[src/rtl/seq_window_pkg.sv]
// Shared constants and state encoding for the windowed sequence detector.
package seq_window_pkg;

    localparam int unsigned PAT_W_DEF  = 4;
    localparam int unsigned HIST_W_DEF = 16;
    localparam int unsigned CNT_W_DEF  = 8;

    // Legacy encodings kept as plain constants; the enum is built on them.
    localparam logic [0:0] ST_IDLE = 1'b0;
    localparam logic [0:0] ST_RUN  = 1'b1;

    typedef enum logic [0:0] {
        IDLE = ST_IDLE,
        RUN  = ST_RUN
    } state_e;

endpackage

[src/rtl/seq_match_core.sv]
// Shift register, fill counter and pattern comparator for one detection window.
module seq_match_core
    import seq_window_pkg::*;
#(
    parameter int unsigned PAT_W = PAT_W_DEF
) (
    input  logic             clock,
    input  logic             reset,
    input  logic             clear,
    input  logic             accept,
    input  logic             serialin,
    input  logic [PAT_W-1:0] pattern,
    input  logic             overlap,
    output logic             match
);

    localparam int unsigned       FILL_W   = $clog2(PAT_W);
    localparam logic [FILL_W-1:0] FILL_MAX = FILL_W'(PAT_W - 1);

    logic [PAT_W-2:0]  shift;
    logic [FILL_W-1:0] fill;
    logic [PAT_W-1:0]  shift_next;

    // Candidate window: the last PAT_W-1 accepted bits plus the incoming bit.
    assign shift_next = {shift, serialin};
    assign match      = accept && (fill >= FILL_MAX) && (shift_next == pattern);

    // Shift accepted bits in; fill saturates, and a match restarts it when not overlapping.
    always_ff @(posedge clock or negedge reset) begin
        if (!reset) begin
            shift <= '0;
            fill  <= '0;
        end else if (clear) begin
            shift <= '0;
            fill  <= '0;
        end else if (accept) begin
            shift <= shift_next[PAT_W-2:0];
            if (match && !overlap) begin
                fill <= '0;
            end else if (fill != FILL_MAX) begin
                fill <= fill + 1'b1;
            end
        end
    end

endmodule

[src/rtl/seq_window_detector.sv]
// Windowed serial sequence detector: counts matches per window and hands the
// window result to a consumer over a valid/ready interface.
module seq_window_detector
    import seq_window_pkg::*;
#(
    parameter int unsigned PAT_W  = PAT_W_DEF,
    parameter int unsigned HIST_W = HIST_W_DEF,
    parameter int unsigned CNT_W  = CNT_W_DEF
) (
    input  logic              clock,
    input  logic              reset,
    input  logic              serialin,
    input  logic              bit_valid,
    input  logic [PAT_W-1:0]  pattern,
    input  logic              overlap_mode,
    input  logic              win_valid,
    output logic              seq_detected,
    output logic              res_valid,
    input  logic              res_ready,
    output logic [CNT_W-1:0]  res_count,
    output logic [HIST_W-1:0] res_hist,
    output logic              res_overrun
);

    state_e             state;
    logic               win_prev;
    logic [PAT_W-1:0]   pat_q;
    logic               ovl_q;
    logic [CNT_W-1:0]   cnt;
    logic [HIST_W-1:0]  hist;

    logic               open_win;
    logic               close_win;
    logic               accept;
    logic               match;
    logic               handshake;

    assign open_win  = (state == IDLE) && win_valid && !win_prev;
    assign close_win = (state == RUN) && !win_valid;
    assign accept    = (state == RUN) && win_valid && bit_valid;
    assign handshake = res_valid && res_ready;

    seq_match_core #(
        .PAT_W(PAT_W)
    ) u_core (
        .clock   (clock),
        .reset   (reset),
        .clear   (open_win),
        .accept  (accept),
        .serialin(serialin),
        .pattern (pat_q),
        .overlap (ovl_q),
        .match   (match)
    );

    // Window FSM, edge detect on win_valid, and per-window latch of pattern/mode.
    always_ff @(posedge clock or negedge reset) begin
        if (!reset) begin
            state    <= IDLE;
            win_prev <= 1'b1;
            pat_q    <= '0;
            ovl_q    <= 1'b0;
        end else begin
            win_prev <= win_valid;
            if (open_win) begin
                state <= RUN;
                pat_q <= pattern;
                ovl_q <= overlap_mode;
            end else if (close_win) begin
                state <= IDLE;
            end
        end
    end

    // Per-window match counter, match history and detection pulse.
    always_ff @(posedge clock or negedge reset) begin
        if (!reset) begin
            cnt          <= '0;
            hist         <= '0;
            seq_detected <= 1'b0;
        end else begin
            seq_detected <= match;
            if (open_win) begin
                cnt  <= '0;
                hist <= '0;
            end else if (accept) begin
                hist <= {hist[HIST_W-2:0], match};
                if (match && (cnt != '1)) begin
                    cnt <= cnt + 1'b1;
                end
            end
        end
    end

    // Result register: capture on window close, release on handshake, sticky overrun.
    always_ff @(posedge clock or negedge reset) begin
        if (!reset) begin
            res_valid   <= 1'b0;
            res_count   <= '0;
            res_hist    <= '0;
            res_overrun <= 1'b0;
        end else if (close_win) begin
            res_valid <= 1'b1;
            res_count <= cnt;
            res_hist  <= hist;
            if (res_valid && !res_ready) begin
                res_overrun <= 1'b1;
            end
        end else if (handshake) begin
            res_valid   <= 1'b0;
            res_overrun <= 1'b0;
        end
    end

endmodule

[config.mk]
export PLATFORM = sky130hd
export DESIGN_NAME = seq_window_detector
export DESIGN_NICKNAME = d
export VERILOG_FILES = /design/src/rtl/seq_window_pkg.sv /design/src/rtl/seq_match_core.sv /design/src/rtl/seq_window_detector.sv
export SDC_FILE = /design/constraint.sdc
export NUM_CORES = 1
export LEC_CHECK = 0
export CAP_MARGIN = 20
export CORE_ASPECT_RATIO = 2
export CORE_MARGIN = 1
export CORE_UTILIZATION = 35
export CTS_BUF_LIST = sky130_fd_sc_hd__clkbuf_4
export DETAILED_ROUTE_END_ITERATION = 10
export REMOVE_ABC_BUFFERS = 1
export SYNTH_ARGS = -nofsm -noshare
export SYNTH_HDL_FRONTEND = slang
export SYNTH_SLANG_ARGS = --single-unit
[constraint.sdc]
create_clock -name clock -period 1.8 [get_ports clock]
set_input_delay 0.36 -clock clock [delete_from_list [all_inputs] [get_ports clock]]
set_output_delay 0.36 -clock clock [all_outputs]
set_load 0.03 [all_outputs]
Yosys cells after proc, flatten, opt, wreduce, memory -nomap -nowiden
Index checks and enable logic that the tools add are counted.
{"block": "totals", "output_inout_bits": 27, "in_bits": 11, "wordCells": 61, "regBits": 63}
{"block": "op_classes", "eq_ne": 4, "n_addsub": 2, "n_reduce_logical": 23, "mux": 17, "n_lt_le_gt_ge": 1, "n_bitwise": 1}
{"cell": "$mux 16", "count": 2}
{"cell": "$mux 8", "count": 3}
{"cell": "$logic_and 1x1->1", "count": 11}
{"cell": "$add 8x1->8 const B", "count": 1}
{"cell": "$mux 2", "count": 4}
{"cell": "$ne 8x8->1 const B", "count": 1}
{"cell": "$reduce_bool 2->1", "count": 4}
{"cell": "$mux 1", "count": 6}
{"cell": "$mux 3", "count": 2}
{"cell": "$reduce_and 2->1", "count": 3}
{"cell": "$eq 4x4->1", "count": 1}
{"cell": "$logic_not 1->1", "count": 4}
{"cell": "$reduce_bool 3->1", "count": 1}
{"cell": "$add 2x1->2 const B", "count": 1}
{"cell": "$ge 2x2->1 const B", "count": 1}
{"cell": "$ne 2x1->1 const B", "count": 1}
{"cell": "$ne 2x2->1 const B", "count": 1}
{"cell": "$not 1->1", "count": 1}

Depth between registers and ports, before layout
Gate-level depths: netlist of the first run.
{"block": "depth", "depth_word": 8, "mapped_depth": 6, "depth_no_buf": 5}

Cells and area by module
A second synthesis of the first run with hierarchy kept.
{"block": "hier_totals", "hier_cells": 234, "area_unflattened_um2": 2703.8}
{"mod": "seq_window_detector", "cells_each": 206, "area_each_um2": 2393.5, "n_inst": 1, "seq_area_each_um2": 1452.6}
{"mod": "seq_match_core", "cells_each": 28, "area_each_um2": 310.3, "n_inst": 1, "seq_area_each_um2": 125.1}

Worst setup path after synthesis of the first run
No wires, ideal clock.
{"block": "synth_path", "path_type": "reg2reg", "startpoint": "register u_core.fill[0]", "endpoint": "register cnt[5]", "setup_slack_ps": 221, "arrival_ps": 1501, "n_path_buf": 0, "period_less_slack_ps": 1579, "stages_incl_launch_ff": 6, "setup_time_ps": 78, "t_required_ps": 1722, "cell_sequence": "dfrtp_1 > ha_1 > and4_4 > o211ai_4 > or4_1 > a21oi_1"}
{"block": "synth_via", "elab_chain_cells": 6}
{"element": "start: declaration", "line": "seq_match_core.sv:21", "text": "logic [FILL_W-1:0] fill;"}
{"element": "start signal: assignment", "line": "seq_match_core.sv:41", "text": "fill <= fill + 1'b1;"}
{"element": "$ge 2x2->1", "line": "seq_match_core.sv:26", "text": "assign match = accept && (fill >= FILL_MAX) && (shift_next == pattern);"}
{"element": "$logic_and 1x1->1 (2 in series)", "line": "seq_match_core.sv:26"}
{"element": "$logic_and 1x1->1", "line": "seq_window_detector.sv:88", "text": "if (match && (cnt != '1)) begin"}
{"element": "$reduce_bool 2->1 (no line)"}
{"element": "$reduce_and 2->1 (no line)"}
{"element": "end signal: assignment", "line": "seq_window_detector.sv:89", "text": "cnt <= cnt + 1'b1;"}
{"element": "end: declaration", "line": "seq_window_detector.sv:29", "text": "logic [CNT_W-1:0] cnt;"}
No other way between the ends.
A chain may end at the register's enable or synchronous reset.

Worst setup path after layout of the first run
{"block": "layout_path", "startpoint": "register pat_q[1]", "endpoint": "register cnt[5]"}
{"block": "layout_via", "elab_chain_cells": 5}
{"element": "start: declaration", "line": "seq_window_detector.sv:27", "text": "logic [PAT_W-1:0] pat_q;"}
{"element": "start signal: assignment", "line": "seq_window_detector.sv:67", "text": "pat_q <= pattern;"}
{"element": "$eq 4x4->1", "line": "seq_match_core.sv:26"}
{"element": "$logic_and 1x1->1", "line": "seq_match_core.sv:26"}
{"element": "$logic_and 1x1->1", "line": "seq_window_detector.sv:88"}
{"element": "$reduce_bool 2->1 (no line)"}
{"element": "$reduce_and 2->1 (no line)"}
No other way between the ends.

==> metrics.md, run 1 <==
| Metric | Value |
|---|---|
| Final instance area | 3390 µm² |
| Critical path class | flip-flop to flip-flop |
| Sw Pwr | 0.000700 W |
| Initial Utilization | 0.362 |
| Commonest non-fill, non-tap cell in the layout | dfrtp_1 |
| Crit path launch type | flip-flop |
| First-pass GRT wire length | 8990 µm |
| Tmin final | 1.63 ns |
| Tcrit/Tclk final | 0.906 |
| Initial DRT Pass Iterations | 4 |
| Rows | 44 |
| Placed cell count | 365 |
| Part of the power in registers | 0.525 |
| Clock latency at the later pin of the worst-skew pair | 0.42 ns |
| CTS root buf | clkbuf_4 |
| YS warnings | 0 |
| Port bufs | 37 |
| Tightest Pin Transition | 0.330 ns |
| Post-DRT Antenna Nets | 0 |
| Dominant synthesized flop cell | dfrtp_1 |
| Total CTS buffers | 9 |
| Final Hold Viols | 0 |
| Required time worst endpoint | 2.15 ns |
| Die ar. | 7890 µm² |
| H-tree levels | 3 |
| Initial antenna violation count | 1 |
| Global route overflow | 0 |
| Clk sinks | 63 |
| Hold Crit Class | input pin to async pin |
| Met1 WL | 2130 µm |
| Met2 WL | 2780 µm |
| Fill cells | 718 |
| Routed vias/inst | 4.96 |
| Fin worst setup slack | 0.169 ns |
| Die Wd | 63.3 µm |
| Synthesis-stage register bit count | 63 |
| Share of cells above drive strength 1 | 0.245 |
| Placeable Area | 7270 µm² |
| Outcome | finished clean |
| Critical Path AT | 1.98 ns |
| Placed inst area | 3250 µm² |
| Area Growth Syn to Fin | 28.7% |
| Clock power frac | 0.376 |
| Slew HR | 0.780 |
| Met3 wire len | 182 µm |
| Power per Cell Area | 837 nW/µm² |
| Max clock buf depth | 2 |
| Slew Limit Fails | 0 |
| CP peak stage delay | 0.51 ns |
| Worst Setup End Kind | flip-flop |
| Peak VDD IR | 0.000424 V |
| Nets | 298 |
| Vias in the first global route | 1899 |
| P_leak | 1.72 nW |
| Post-Route Skew | 0.0132 ns |
| Post-layout util | 0.466 |
| EDFF count, synth | 0 |
| Post-DP HPWL | 3780 µm |
| Largest net degree at the start of global routing | 27 |
| Layout Cells excl Fill | 383 |
| Logic pwr share | 0.099 |
| # IOs | 38 |
| Int Pwr | 0.00214 W |
| Routability cong. | 0.761 |
| Critical-path top delay cell | or4_1 |
| Tot GR Track Use | 0.152 |
| Post-CTS Setup Bufs | 0 |
| Commonest cells after routing, fill and taps aside | dfrtp_1 (62), nand2_1 (45), dlygate4sd2_1 (27), mux2_2 (24), buf_4 (21) |
| Fmax | 0.613 GHz |
| MaxCap Viol Count | 0 |
| Die Ht | 125 µm |
| Worst Path Max Fanout | 10 |
| Synth Area per Inst | 11.8 µm² |
| Asr flop ratio synth | 1.00 |
| Final setup fails | 0 |
| Initial DRC count | 38 |
| Seq/Total Area, Yosys | 0.599 |
| Clock slew at reported path FFs | 0.11 ns |
| Mean routed wirelength per cell | 13.7 µm |
| Via count | 1900 |
| DRC Markers | 0 |
| CP cell instances | xnor2_1 > nand4_1 > buf_4 > or4_1 > a21oi_1 |
| Final WL | 5240 µm |
| RSZ-0062 raised after global routing | false |
| Pre-CTS WS | -0.249 ns |
| Post-Syn Instances | 224 |
| CTS tree | done |
| Top layer in use | met4 |
| Area of the mapped netlist | 2630 µm² |
| Synth unique cells | 38 |
| Switching part of the total power | 0.247 |
-- sequential cells by signal, indices dropped and copies added (netlist names) --
| name | cells |
|---|---|
| u_core.fill | 2 |
| hist | 16 |
| res_overrun | 1 |
| res_valid | 1 |
| seq_detected | 1 |
| u_core.shift | 3 |
| res_hist | 16 |
| res_count | 8 |
| ovl_q | 1 |
| win_prev | 1 |
| state | 1 |
| pat_q | 4 |
| cnt | 8 |
-- critical path, delay by kind of cell (launching register included) --
family / cells / cell delay (ns)
buffers and inverters: 1 / 0.18
AND/OR/NAND/NOR: 2 / 0.62
AO/OA/AOI/OAI: 1 / 0.16
XOR/XNOR: 1 / 0.20
flip-flops: 1 / 0.40
-- per-stage QoR --
step	TNS (ns)	power [W]	hold WS (ns)
after global placement	-1.42	0.00180	0.275
after CTS	0	0.00288	0.329
after detailed placement	-2.17	0.00181	0.283
after floorplan	-0.117	0.00165	0.0644
final	0	0.00284	0.356
after global routing	0	0.00298	0.339
-- final cells by class --
cell class,instances,area (µm²),share of cell area
antenna,1,2.50,0.000739
clock buffer,9,67.6,0.0199
clock inverter,7,87.6,0.0258
inverter,5,18.8,0.00554
multi-input combinational,145,980,0.289
sequential,63,1580,0.466
tap,92,115,0.0340
timing repair buffer,61,539,0.159
-- power groups by stage --
stage	registers (W)	clock network [W]	logic, W
finish	0.00149	0.00106	0.000281
global route	0.00150	0.00117	0.000316
CTS	0.00149	0.00110	0.000286
detailed placement	0.00152	0	0.000289
global placement	0.00152	0	0.000283
floorplan	0.00152	0	0.000123
-- repair_timing --
item                                    in CTS  in global routing
hold endpoints to repair                    10                  0
endpoints found under the setup margin      27                  0
hold buffers                                 1                  0
resized for setup                           27                  0
-- synth_stat cells (all sizes together) (3+ instances only) --
| library cell | count | area, µm² |
|---|---|---|
| a21oi | 20 | 100 |
| a22o | 6 | 52.6 |
| buf | 7 | 41.3 |
| clkbuf | 4 | 15.0 |
| dfrtp | 62 | 1550 |
| inv | 5 | 18.8 |
| mux2 | 24 | 270 |
| mux2i | 3 | 30.0 |
| nand2 | 45 | 169 |
| nand3 | 3 | 20.0 |
| nand4 | 3 | 18.8 |
| o21ai | 6 | 30.0 |
| o31ai | 3 | 22.5 |
| or3 | 3 | 20.0 |
| or4 | 3 | 22.5 |
| xnor2 | 4 | 35.0 |
-- logic make-up after synthesis --
logic type / count (synthesis) / share of synthesized area
and+or+nand+nor: 70 / 0.129
DFF: 63 / 0.599
AOI/OAI and AO/OA: 42 / 0.106
muxes: 27 / 0.114
buffers and inverters: 16 / 0.0285
xor gates and xnor gates: 4 / 0.0133
adders and majority gates: 2 / 0.00950
-- final timing paths --
path / start / endpoint / slack, ns / depth (start not counted)
max in group asynchronous: reset / win_prev / 0.84 / 3
hold reg to reg: ovl_q / ovl_q / 0.51 / 2
min in group clock: pattern[3] / pat_q[3] / 0.47 / 3
setup / recovery: pat_q[1] / cnt[5] / 0.17 / 5
setup reg to reg: pat_q[1] / cnt[5] / 0.17 / 5
hold / removal: reset / res_hist[2] / 0.36 / 2
-- routing by layer --
metal / vias up / GRT usage
met4: 0 / 0.0989
met5: - / 0
li1: 908 / -
met2: 42 / 0.247
met3: 13 / 0.0394
met1: 937 / 0.171
No activity file was read; power rests on OpenSTA's default activity.
==> run 2, diff against run 1 <==
- CORE_MARGIN: 1 -> 2
==> metrics.md, run 2 (synthesis gave the netlist of run 1 again) <==
| Metric | Value |
|---|---|
| Critical path class | flip-flop to flip-flop |
| CTS tree | done |
| Final Hold Viols | 0 (unchanged) |
| Clock latency at the later pin of the worst-skew pair | 0.41 ns (about the same) |
| # IOs | 38 (unchanged) |
| Worst Path Max Fanout | 7 (-3) |
| Slew HR | 0.773 (-0.00725) |
| Area Growth Syn to Fin | 27.5% |
| DRC Markers | 0 (unchanged) |
| Reg-to-Reg Start | cnt[0] |
| Port bufs | 37 (unchanged) |
| Tot GR Track Use | 0.141 (-0.0111) |
| Switching part of the total power | 0.240 (-0.00726) |
| Overall power | 0.00282 W (-0.68%) |
| Critical Path AT | 2.00 ns (+0.02 ns) |
| Final WL | 5140 µm (-1.8%) |
| Slew Limit Fails | 0 (unchanged) |
| Share of cells above drive strength 1 | 0.239 (-0.00623) |
| Nets | 294 (-1.3%) |
| Tmin final | 1.67 ns (+0.0387 ns) |
| Total CTS buffers | 9 (unchanged) |
| Peak VDD IR | 0.000362 V (-14%) |
| Post-CTS Setup Bufs | 0 (unchanged) |
| CTS root buf | clkbuf_4 |
| Post-DRT Antenna Nets | 0 (unchanged) |
| Initial DRT Pass Iterations | 4 (unchanged) |
| Global route overflow | 0 (unchanged) |
| H-tree levels | 3 (unchanged) |
| Commonest cells after routing, fill and taps aside | dfrtp_1 (62), nand2_1 (45), dlygate4sd2_1 (26), mux2_2 (24), a21oi_1 (20) |
| Initial antenna violation count | 1 (unchanged) |
| Power per Cell Area | 839 nW/µm² (+0.28%) |
| Placeable Area | 7270 µm² (unchanged) |
| Rows | 44 (unchanged) |
| Vias in the first global route | 1855 (-2.3%) |
| Part of the power in registers | 0.529 (+0.004) |
| Required time worst endpoint | 2.13 ns (-0.02 ns) |
| Mean routed wirelength per cell | 13.6 µm (-0.52%) |
| Placed inst area | 3220 µm² (-0.92%) |
| Initial Utilization | 0.362 (unchanged) |
| Post-DP HPWL | 3520 µm (-7.0%) |
| Worst Setup End Kind | flip-flop |
| Logic pwr share | 0.097 (-0.002) |
| Tightest Pin Transition | 0.341 ns (+0.0109 ns) |
| Clk sinks | 63 (unchanged) |
| Initial DRC count | 60 (+58%) |
| Register area | 1580 µm² (unchanged) |
| Post-Route Skew | 0.0186 ns (+0.00545 ns) |
| Die Wd | 65.3 µm (+3.2%) |
| Die ar. | 8270 µm² (+4.8%) |
| Fmax | 0.599 GHz (-2.3%) |
| Flop2flop setup slack | 0.13 ns (-0.04 ns) |
| MaxCap Viol Count | 0 (unchanged) |
| Largest net degree at the start of global routing | 64 (+140%) |
| Max clock buf depth | 2 (unchanged) |
| Crit path launch type | flip-flop |
| Clock power frac | 0.374 (-0.002) |
| Fill cells | 724 (+0.84%) |
| Die Ht | 127 µm (+1.6%) |
| Final setup fails | 0 (unchanged) |
| P_leak | 1.72 nW (about the same) |
| Sw Pwr | 0.000675 W (-3.6%) |
| Routed vias/inst | 4.93 (-0.60%) |
| Final instance area | 3360 µm² (-0.96%) |
| Largest registers | hist: 16 flops, res_hist: 16 flops |
| Worst R2R End | cnt[2] |
| Hold Crit Class | input pin to async pin |
| Outcome | finished clean |
| Tcrit/Tclk final | 0.928 (+0.0215) |
| Int Pwr | 0.00214 W (+0.28%) |
| First-pass GRT wire length | 8740 µm (-2.8%) |
| Commonest non-fill, non-tap cell in the layout | dfrtp_1 |
| Multi-input logic area | 980 µm² (unchanged) |
| Clock slew at reported path FFs | 0.10 ns (about the same) |
| Via count | 1864 (-1.9%) |
| RSZ-0062 raised after global routing | false |
| Routability cong. | 0.777 (+2.1%) |
| R2r worst-path depth | 5 (unchanged) |
## run 2: what timing repair did
item,4_1_cts,5_1_grt
resized for setup,26,1
setup endpoints to repair,26,1
hold buffers,1,0
endpoints found under the hold margin,62,0
## run 2: cell type report
| class | instances | area share |
|---|---|---|
| multi-input cells | 145 | 0.292 |
| diodes | 1 | 0.000746 |
| inverters | 5 | 0.00559 |
| repair buffers | 57 | 0.153 |
| clock inverters | 5 | 0.0220 |
| flip-flops and latches | 63 | 0.470 |
| clock buffers | 10 | 0.0224 |
| well taps | 92 | 0.0343 |
## run 2: through the flow
| stage | worst slack [ns] | TNS (ns) | utilization | instances | hold WS (ns) |
|---|---|---|---|---|---|
| floorplan | -0.0586 | -0.117 | - | 213 | 0.0644 |
| global placement | -0.203 | -1.27 | 0.444 | 361 | 0.394 |
| CTS | 0.0131 | 0 | 0.461 | 377 | 0.435 |
| detailed placement | -0.229 | -2.28 | 0.444 | 361 | 0.397 |
| global route | 0.00135 | 0 | 0.462 | 378 | 0.446 |
| finish | 0.130 | 0 | 0.462 | 378 | 0.465 |
## run 2: worst max path at each step
| stage | from | endpoint | slack (ns) | cells past startpoint |
|---|---|---|---|---|
| 3_5_place_dp | serialin | cnt[5] | -0.23 | 6 |
| 3_3_place_gp | serialin | cnt[5] | -0.20 | 6 |
| 5_1_grt | state | cnt[2] | 0.001 | 4 |
| 6_report | cnt[0] | cnt[2] | 0.13 | 5 |
| 4_1_cts | seq_detected | seq_detected | 0.01 | 1 |
| 2_1_floorplan | state | cnt[2] | -0.06 | 4 |
## run 2: per-layer routing
layer	global-route usage	vias up	routed length (µm)
li1	-	907	-
met1	0.162	911	2180
met2	0.224	32	2640
met3	0.0461	14	178
met4	0.0821	0	149
met5	0	-	0
## run 2: worst max-delay path, cell delays in order (launching register included)
cell and delay, ns:
dfrtp_1 0.43, ha_1 0.24, nand3_2 0.17, o211ai_2 0.18
or4_1 0.43, a21oi_1 0.15
## run 2: power by group through the flow
stage	Combinational, W	Clock [W]	Sequential (W)
after floorplan	0.000123	0	0.00152
after global placement	0.000276	0	0.00152
after detailed placement	0.000282	0	0.00152
after CTS	0.000279	0.00109	0.00149
after global routing	0.000306	0.00115	0.00150
final	0.000273	0.00105	0.00149
==> run 3, diff against run 2 <==
- ABC_CLOCK_PERIOD_IN_PS: unset -> 1800
- PLACE_DENSITY_LB_ADDON: unset -> 0.2
==> metrics.md, run 3 (synthesis gave the netlist of run 1 again) <==
| Metric | Value |
|---|---|
| Required time worst endpoint | 2.14 ns (about the same) |
| Initial DRT Pass Iterations | 4 (unchanged) |
| Worst R2R End | cnt[5] |
| Share of cells above drive strength 1 | 0.232 (-0.00702) |
| # IOs | 38 (unchanged) |
| Crit path launch | cnt[0] |
| Post-CTS Setup Bufs | 0 (unchanged) |
| Critical Path AT | 2.01 ns (about the same) |
| RSZ-0062 raised after global routing | false |
| Reg-to-Reg Start | cnt[0] |
| Post-Route Skew | 0.0135 ns (-0.00514 ns) |
| Initial DRC count | 47 (-22%) |
| Switching part of the total power | 0.255 (+0.0156) |
| CTS tree | done |
| Port bufs | 37 (unchanged) |
| Final setup TNS | 0 ns (unchanged) |
| Peak VDD IR | 0.000352 V (-2.8%) |
| Post-DP HPWL | 3570 µm (+1.4%) |
| Commonest non-fill, non-tap cell in the layout | dfrtp_1 |
| Placeable Area | 7270 µm² (unchanged) |
| Clk sinks | 63 (unchanged) |
| Fin worst setup slack | 0.128 ns (-0.00181 ns) |
| Clock power frac | 0.342 (-0.032) |
| Power per Cell Area | 804 nW/µm² (-4.2%) |
| Final WL | 5050 µm (-1.7%) |
| Tmin final | 1.67 ns (+0.00181 ns) |
| Rows | 44 (unchanged) |
| Clock latency at the later pin of the worst-skew pair | 0.42 ns (about the same) |
| Total CTS buffers | 9 (unchanged) |
| Part of the power in registers | 0.558 (+0.029) |
| Fill cells | 727 (+0.41%) |
| Worst Setup End Kind | flip-flop |
| Antenna fix cells | 0 (-1) |
| Mean routed wirelength per cell | 13.4 µm (-1.5%) |
| Nets | 293 (-0.34%) |
| P_leak | 1.68 nW (-2.3%) |
| Die Wd | 65.3 µm (unchanged) |
| Routed vias/inst | 4.91 (-0.49%) |
| Routability cong. | 0.705 (-9.3%) |
| Final instance area | 3310 µm² (-1.3%) |
| CTS root buf | clkbuf_4 |
| Flop2flop setup slack | 0.13 ns (about the same) |
| H-tree levels | 3 (unchanged) |
| Max clock buf depth | 2 (unchanged) |
| Slew Limit Fails | 0 (unchanged) |
| Critical path endpoint | cnt[5] |
| Tcrit/Tclk final | 0.929 (+0.00101) |
| Worst Path Max Fanout | 6 (-1) |
| Vias in the first global route | 1870 (+0.81%) |
| Area Growth Syn to Fin | 25.8% |
| Outcome | finished clean |
| Via count | 1850 (-0.75%) |
| Pre-CTS WS | -0.275 ns (-0.0459 ns) |
| First-pass GRT wire length | 8740 µm (about the same) |
| Tightest Pin Transition | 0.491 ns (+0.150 ns) |
| Placed inst area | 3200 µm² (-0.62%) |
| Logic pwr share | 0.099 (+0.002) |
| Critical path class | flip-flop to flip-flop |
| Tot GR Track Use | 0.139 (-0.00128) |
| Post-DRT Antenna Nets | 0 (unchanged) |
| Final setup fails | 0 (unchanged) |
| Fmax | 0.598 GHz (-0.11%) |
| Die Ht | 127 µm (unchanged) |
| R2r worst-path depth | 5 (unchanged) |
| Die ar. | 8270 µm² (unchanged) |
| Slew HR | 0.671 (-0.101) |
| Clock slew at reported path FFs | 0.11 ns (about the same) |
| Global route overflow | 0 (unchanged) |
| Largest registers | hist: 16 flops, res_hist: 16 flops |
| DRC Markers | 0 (unchanged) |
| Commonest cells after routing, fill and taps aside | dfrtp_1 (62), nand2_1 (45), dlygate4sd2_1 (27), mux2_2 (24), a21oi_1 (20) |
| Initial antenna violation count | 0 (-1) |
| Sw Pwr | 0.000680 W (+0.74%) |
| MaxCap Viol Count | 0 (unchanged) |
| Hold Crit Class | input pin to async pin |
| Crit path launch type | flip-flop |
| Initial Utilization | 0.362 (unchanged) |
| Int Pwr | 0.00198 W (-7.4%) |
| Final Hold Viols | 0 (unchanged) |
| Largest net degree at the start of global routing | 64 (unchanged) |
==> run 3: cell types whose count changed in the layout (fill, tap and decap cells not counted), sizes merged <==
cell          before  now
inv                5    6
dlygate4sd2       26   27
diode              1    0
clkbuf            10    9
clkinv             3    4
buf               20   19
bufinv             2    1
dlymetal6s2s       1    0
clkinvlp           0    1
==> run 3: power by group through the flow <==
| stage | sequential (W) | combinational [W] | clock, W |
|---|---|---|---|
| finish | 0.00149 | 0.000265 | 0.000911 |
| global route | 0.00149 | 0.000298 | 0.00101 |
| CTS | 0.00149 | 0.000273 | 0.000962 |
| detailed placement | 0.00152 | 0.000276 | 0 |
| global placement | 0.00151 | 0.000269 | 0 |
| floorplan | 0.00152 | 0.000123 | 0 |
==> run 3: area by class of cell <==
class | instances | area (µm²) | area share
well taps | 92 | 115 | 0.0348
flip-flops and latches | 63 | 1580 | 0.477
repair buffers | 56 | 489 | 0.148
clock buffers | 9 | 67.6 | 0.0204
inverters | 5 | 18.8 | 0.00567
clock inverters | 7 | 62.6 | 0.0189
multi-input cells | 145 | 980 | 0.296
==> run 3: worst max-delay path: stages (launching register included) <==
cell,delay [ns]
dfrtp_1,0.43
ha_1,0.24
nand3_2,0.17
o211ai_4,0.11
or4_1,0.49
a21oi_1,0.16
==> run 3: worst min-delay path by stage <==
stage / end / cells past startpoint / slack, ns
3_5_place_dp: res_hist[14] / 2 / 0.40
2_1_floorplan: cnt[0] / 0 / 0.06
6_report: res_hist[14] / 3 / 0.46
3_3_place_gp: res_hist[3] / 2 / 0.40
4_1_cts: pat_q[0] / 3 / 0.45
5_1_grt: pat_q[0] / 3 / 0.46
==> run 3: timing repair <==
action,CTS,global route
endpoints found under the setup margin,27,0
hold endpoints to repair,62,0
hold buffers,1,0
gates resized for setup,27,0
==> run 3: metrics by stage <==
stage               utilization  total power, W  hold WS (ns)  cells
floorplan                     -         0.00165        0.0644    213
global placement          0.441         0.00178         0.397    360
detailed placement        0.441         0.00179         0.397    360
CTS                       0.456         0.00272         0.448    377
global route              0.456         0.00281         0.458    377
finish                    0.456         0.00266         0.464    377
==> run 3: metal layers <==
metal	routed length, µm	vias up	track usage
li1	-	901	-
met1	2090	916	0.160
met2	2670	24	0.229
met3	155	9	0.0346
met4	136	0	0.0846
met5	0	-	0
